## config.mk

```make
export PLATFORM = sky130hd
export DESIGN_NAME = param_fifo
export DESIGN_NICKNAME = d
export VERILOG_FILES = /design/src/rtl/param_fifo.sv
export SDC_FILE = /design/constraint.sdc
export NUM_CORES = 1
export LEC_CHECK = 0
export BUFFER_PORTS_ARGS = -buffer_cell sky130_fd_sc_hd__buf_2
export CAP_MARGIN = 20
export CORE_MARGIN = 3
export CORE_UTILIZATION = 50
export CTS_CLUSTER_DIAMETER = 30
export DETAILED_ROUTE_END_ITERATION = 16
export PLACE_DENSITY = 0.67
export SLEW_MARGIN = 10
export SYNTH_ARGS = -nofsm -noshare
export SYNTH_HDL_FRONTEND = slang
export SYNTH_SLANG_ARGS = --single-unit
```

## constraint.sdc

```tcl
create_clock -name sys_clock -period 3.22 [get_ports sys_clock]
set_clock_uncertainty 0.05 [all_clocks]
set_input_delay 0.644 -clock sys_clock [delete_from_list [all_inputs] [get_ports sys_clock]]
set_output_delay 0.644 -clock sys_clock [all_outputs]
set_load 0.02 [all_outputs]
```

## src/rtl/param_fifo.sv

```systemverilog
// param_fifo: parametrised synchronous FIFO that buffers accelerometer samples
// between the sensor capture path and the UART/readout path.
// Adds an occupancy count, programmable almost-full/almost-empty flags, and
// per-port pulse (rising-edge) or level request qualification.
// Optional macro FIFO_ERR_FLAGS_EN adds sticky overflow/underflow outputs.
module param_fifo #(
  parameter int DWIDTH   = 8,
  parameter int DEPTH    = 16,
  parameter int AF_LEVEL = 12,
  parameter int AE_LEVEL = 2,
  localparam int CW      = $clog2(DEPTH + 1)
) (
  input  logic              sys_clock,
  input  logic              reset,
  input  logic              pulse_mode,
  input  logic              write_en,
  input  logic [DWIDTH-1:0] di,
  input  logic              read_en,
  output logic [DWIDTH-1:0] d_out,
  output logic              isEmpty,
  output logic              isFull,
  output logic              isAlmostEmpty,
  output logic              isAlmostFull,
  output logic [CW-1:0]     count
`ifdef FIFO_ERR_FLAGS_EN
  ,
  output logic              overflow,
  output logic              underflow
`endif
);

  localparam int PW = (DEPTH > 1) ? $clog2(DEPTH) : 1;
  localparam logic [PW-1:0] LAST_PTR = PW'(DEPTH - 1);

  logic [DWIDTH-1:0] mem [DEPTH];
  logic [PW-1:0]     wr_ptr;
  logic [PW-1:0]     rd_ptr;
  logic [PW-1:0]     wr_ptr_next;
  logic [PW-1:0]     rd_ptr_next;
  logic              write_en_q;
  logic              read_en_q;
  logic              wr_req;
  logic              rd_req;
  logic              wr_acc;
  logic              rd_acc;

  // Request qualification and acceptance; a full FIFO still takes a write
  // when a read frees a slot on the same edge.
  always_comb begin
    wr_req      = pulse_mode ? (write_en & ~write_en_q) : write_en;
    rd_req      = pulse_mode ? (read_en & ~read_en_q) : read_en;
    rd_acc      = rd_req & ~isEmpty;
    wr_acc      = wr_req & (~isFull | rd_acc);
    wr_ptr_next = (wr_ptr == LAST_PTR) ? '0 : wr_ptr + PW'(1);
    rd_ptr_next = (rd_ptr == LAST_PTR) ? '0 : rd_ptr + PW'(1);
  end

  // Flags follow the registered count directly, so they change on the same edge.
  assign isEmpty       = (count == '0);
  assign isFull        = (int'(count) == DEPTH);
  assign isAlmostEmpty = (int'(count) <= AE_LEVEL);
  assign isAlmostFull  = (int'(count) >= AF_LEVEL);

  // Storage array: written on accepted writes only, never cleared by reset.
  always_ff @(posedge sys_clock) begin
    if (wr_acc && !reset) begin
      mem[wr_ptr] <= di;
    end
  end

  // Pointers, occupancy, registered read data and request history.
  always_ff @(posedge sys_clock) begin
    if (reset) begin
      wr_ptr     <= '0;
      rd_ptr     <= '0;
      count      <= '0;
      d_out      <= '0;
      write_en_q <= 1'b0;
      read_en_q  <= 1'b0;
    end else begin
      write_en_q <= write_en;
      read_en_q  <= read_en;
      if (wr_acc) begin
        wr_ptr <= wr_ptr_next;
      end
      if (rd_acc) begin
        rd_ptr <= rd_ptr_next;
        d_out  <= mem[rd_ptr];
      end
      case ({wr_acc, rd_acc})
        2'b10:   count <= count + CW'(1);
        2'b01:   count <= count - CW'(1);
        default: count <= count;
      endcase
    end
  end

`ifdef FIFO_ERR_FLAGS_EN
  // Sticky error flags recording any dropped write or read since reset.
  always_ff @(posedge sys_clock) begin
    if (reset) begin
      overflow  <= 1'b0;
      underflow <= 1'b0;
    end else begin
      if (wr_req && !wr_acc) begin
        overflow <= 1'b1;
      end
      if (rd_req && !rd_acc) begin
        underflow <= 1'b1;
      end
    end
  end
`endif

endmodule

```

# [Word level (Yosys, flattened, before mapping)]
# Memory sizes are Yosys's and may differ from the RTL's. A register that Yosys moved wholly into a read port is not among the register bits.
# Index checks and enable logic that the tools add are counted.
[totals] out_inout_bits=17 in_bits=13 mem_count=1 ram_bits=128 wordCells=37 register_bits=15
[classes] bitwise=9 addsub=4 n_lt_le_gt_ge=2 n_reduce_logical=4 eq_ne=5 mux=7
[memory_table] name="mem" words=16 word_bits=8 rd=1 rd_clocked_by_memory_dff=1 write_ports=1 line="35" text="logic [DWIDTH-1:0] mem [DEPTH];"
[ops] cell="one-hot mux 5 bit (2 select lines)" n=1
[ops] cell="adder 4 x 1 -> 4 bit (second input constant)" n=2
[ops] cell="equality test 4 bit (second input constant)" n=2
[ops] cell="2-to-1 mux 4 bit" n=2
[ops] cell="adder 5 x 1 -> 5 bit (second input constant)" n=1
[ops] cell="equality test 5 bit (second input constant)" n=1
[ops] cell=">= comparator 5 x 4 -> 1 bit (second input constant)" n=1
[ops] cell="less-or-equal comparator 5 x 2 -> 1 bit (second input constant)" n=1
[ops] cell="zero test 5 bit" n=1
[ops] cell="subtractor 5 x 1 -> 5 bit (second input constant)" n=1
[ops] cell="AND 1 bit" n=4
[ops] cell="2-to-1 mux 1 bit" n=4
[ops] cell="NOT 1 bit" n=4
[ops] cell="equality test 2 x 1 -> 1 bit (second input constant)" n=1
[ops] cell="equality test 2 bit (second input constant)" n=1
[ops] cell="nonzero test 2 bit" n=1
[ops] cell="logical AND 1 bit" n=1
[ops] cell="zero test 1 bit" n=1
[ops] cell="bitwise OR 1 bit" n=1

# [Longest topological paths before layout]
[logic_depth] word_depth=9 depth_mapped=9 depth_no_buf=8

# [Least setup slack after synthesis]
# OpenSTA, ideal clock, no wires.
[synth_path] kind="flip-flop to flip-flop" from="reg count[0]" to="reg count[4]" n_path_buf=1 arrival_ns=2.712 setup_time_ns=0.075 path_slack_ns=0.383 synth_period_minus_slack_ns=2.837 t_required_ns=3.095 path_stages_with_launch=10 path_cell_list="dfxtp_1 or4_1 buf_2 o21ai_0 nor2_1 ha_1 a21oi_1 a211oi_1 a311o_1 a31oi_1"
[synth_via] elab_chain_cells=7 word_cells_on_any_way=13 cone_classes="add/sub: 2; eq/ne: 3; mux: 1; bitwise: 5; reduce/logical: 2"
[synth_rtl] element="from (decl)" line="24" text="output logic [CW-1:0] count"
[synth_rtl] element="from (signal assigned)" line="91" text="2'b10: count <= count + CW'(1);"
[synth_rtl] element="from (signal assigned)" line="92" text="2'b01: count <= count - CW'(1);"
[synth_rtl] element="from (signal assigned)" line="93" text="default: count <= count;"
[synth_rtl] element="zero test 5 bit" line="59" text="assign isEmpty = (count == '0);"
[synth_rtl] element="NOT 1 bit" line="52" text="rd_acc = rd_req & ~isEmpty;"
[synth_rtl] element="AND 1 bit" line="52"
[synth_rtl] element="bitwise OR 1 bit" line="53" text="wr_acc = wr_req & (~isFull | rd_acc);"
[synth_rtl] element="AND 1 bit" line="53"
[synth_rtl] element="equality test 2 x 1 -> 1 bit / equality test 2 bit (equally long branches)" line="90" text="case ({wr_acc, rd_acc})"
[synth_rtl] element="one-hot mux 5 bit (2 select lines) / nonzero test 2 bit (equally long branches)"
# Several ways; a longest one is shown, not always the timed one.
# A chain may end at the register's enable or synchronous reset.

# [Final worst setup path]
# Ends and elaborated chain as after synthesis.

==> flow_metrics.tcl <==
set metrics [dict create \
    status "finished clean" \
    initialDrtViolationCount 261 \
    syn_area_um2 6138 \
    synth_edf_count 128 \
    max_freq_ghz 0.3575 \
    syn_nets 396 \
    syn_to_final_growth_pct 17.53 \
    ys_seq_area_share_pct 70.12 \
    ctsHoldBuffers 0 \
    worstPathMaxFanout 8 \
    cp_data_arrival_time_ns 3.08 \
    syn_area_per_cell_um2 16.41 \
    core_area_um2 11710 \
    cts_tree "yes" \
    sw_frac_of_total_pct 26.18 \
    grt_overflow 0 \
    dp_hpwl_um 8212 \
    vdd_ir_drop_max_v 0.0004071 \
    start_util_pct 52.41 \
    gp_congestion 0.8637 \
    std_cell_rows 39 \
    placed_cells 550 \
    power.density_nw_per_um2 791.6 \
    netlist_instances 374 \
    dieArea_um2 13640 \
    synthTopCellsByArea "edfxtp_1 (63%), mux4_2 (8.4%), dfxtp_1 (7.5%)" \
    hold_viol_final 0 \
    ios 30 \
    grtUsageTotal_pct 20.66 \
    ys.flop_type "edfxtp_1" \
    cts_resized 0 \
    port_buffers 29 \
    maxCapViolations 0 \
    cts_buffers 17 \
    insertion_delay_ns 0.42 \
    start_kind "register" \
    ant_nets 0 \
    cts_setup_buffers 0 \
    power_frac_comb_pct 19.5 \
    hp-class "in2reg" \
    yosysWarnings 0 \
    path_clk_slew_ns 0.06 \
    path_class "reg2reg" \
    fp.dieW_um 116.8 \
    drc_errors 0 \
    fin_util_pct 61.60 \
    cts_buffer_depth 2 \
    yosys.area.top_type "edfxtp_1" \
    slew_headroom_pct 39.83 \
    wl_per_cell_um 22.04 \
    grt_pass1_wl_um 20260 \
    n_antenna_cell 0 \
    routed_via_density 6.069 \
    routed_wl_um 12760 \
    cts.sinks 151 \
    synth-seq-cells 151 \
    synth_top_area_share_pct 62.62 \
    finalSetupViolCount 0 \
    nets 448 \
    async_reset_ff_share_pct 0 \
    switchingPower_w 0.001495 \
    crit_path_end_kind "register" \
    vias 3514 \
    min_period_ns 2.797 \
    drive_above_1_share_pct 25.46 \
    report.final.slew_viol_count 0 \
    grt_max_degree 34 \
    p_leak_nw 2.442 \
    cts_htree_levels 4 \
    synth.distinct_cells 45 \
    worst_slew_pin_slew_ns 0.9014 \
    rsz0062_at_grt "false" \
    power.internal_w 0.004216 \
    first_global_vias 3538 \
    drtPass1Iterations 5 \
    die_h_um 116.8 \
    power_frac_clock_pct 38.9 \
    cts-root-buf "clkbuf_16" \
    finalCritPeriodShare_pct 86.86 \
    stdcell_count 579 \
    seqPwrFrac_pct 41.6 \
    required_ns 3.51 \
    setup_tns_ns 0 \
    antenna_found_initial 0 \
]
==> power groups by stage <==
stage               logic (W)  clock network (W)  registers, W
finish                0.00111            0.00222       0.00237
global route          0.00122            0.00235       0.00239
CTS                   0.00112            0.00226       0.00237
detailed placement    0.00111                  0       0.00241
global placement      0.00110                  0       0.00241
floorplan            0.000783                  0       0.00241
==> stage by stage <==
step | worst slack [ns] | area (µm²) | total power [W] | hold WS, ns
final | 0.4230 | 7214 | 0.005711 | 0.4268
after global routing | 0.2355 | 7214 | 0.005955 | 0.4360
after CTS | 0.4366 | 7214 | 0.005755 | 0.4066
after detailed placement | 0.4462 | 6555 | 0.003527 | 0.4746
after global placement | 0.5181 | 6555 | 0.003510 | 0.4751
after floorplan | 0.3830 | 6138 | 0.003195 | 0.4943
==> metal layers <==
metal  routed length (µm)  GRT usage [%]  vias to the layer above
li1                     -              -                     1595
met1                 5626          28.23                     1795
met2                 6203          32.42                      111
met3                  737          5.244                       13
met4                  195          7.798                        0
met5                    0              0                        -
==> area by class of cell <==
| type | count | area (µm²) |
|---|---|---|
| fill | 863 | 4497 |
| timing repair buffer | 52 | 317.8 |
| clock buffer | 18 | 429.2 |
| multi-input combinational | 198 | 1730 |
| clock inverter | 11 | 230.2 |
| tap | 143 | 178.9 |
| inverter | 6 | 22.52 |
| sequential | 151 | 4305 |
==> cell usage after synthesis, types with 2 or more instances <==
master    number
o21ai_0       10
a31oi_1       20
edfxtp_1     128
ha_1           8
nor3_1         7
dfxtp_1       23
o211ai_1       2
clkbuf_1       9
inv_1          6
nand3_1        7
nand4_1        2
a22oi_1        7
mux2i_1       22
a21bo_2        2
o22ai_1        7
nor2b_1        6
nand2_1       18
buf_2          5
a21oi_1        9
mux4_2        23
xor2_1         2
nor2_1        25
buf_1          4
==> critical path, cell delays in order, from the launching register on <==
cell	delay [ns]
dfxtp_1	0.40
or4_1	0.70
o21ai_0	0.27
nor2_1	0.14
ha_1	0.35
a21oi_1	0.24
a211oi_1	0.11
a311o_1	0.32
a31oi_1	0.14
==> cells in the final DEF, fill, tap and decap left out, drive strengths merged, types with 6 or more instances in the layout <==
cell type and count:
mux2i 22, nor3 7, a21oi 9, clkbuf 18, buf 52, nor2 25
o21ai 10, ha 8, nand2 18, dfxtp 23, bufinv 7, inv 6
a31oi 20, nand3 7, o22ai 7, a22oi 7, edfxtp 128, nor2b 6
mux4 23
==> registers in the layout, summed over array words and instances (netlist names) <==
register    count
count           5
d_out           8
mem           128
rd_ptr          4
read_en_q       1
wr_ptr          4
write_en_q      1
==> cell families after synthesis <==
family,Yosys count,share of synthesized area [%]
buffers and inverters,25,1.692
multiplexers,47,12.39
AND/OR/NAND/NOR,70,5.463
flip-flops,151,70.12
XOR/XNOR,3,0.4281
adder cells (fa/ha/maj),9,1.957
AO/OA/AOI/OAI,69,7.950
==> worst paths after layout <==
check                     to  startpoint  slack (ns)  cells after the start
setup / recovery    count[4]    count[0]        0.42                      8
hold reg to reg     d_out[6]    d_out[6]        0.50                      2
hold / removal    write_en_q    write_en        0.43                      2
setup reg to reg    count[4]    count[0]        0.42                      8
Power figures use the tool's default switching activity.
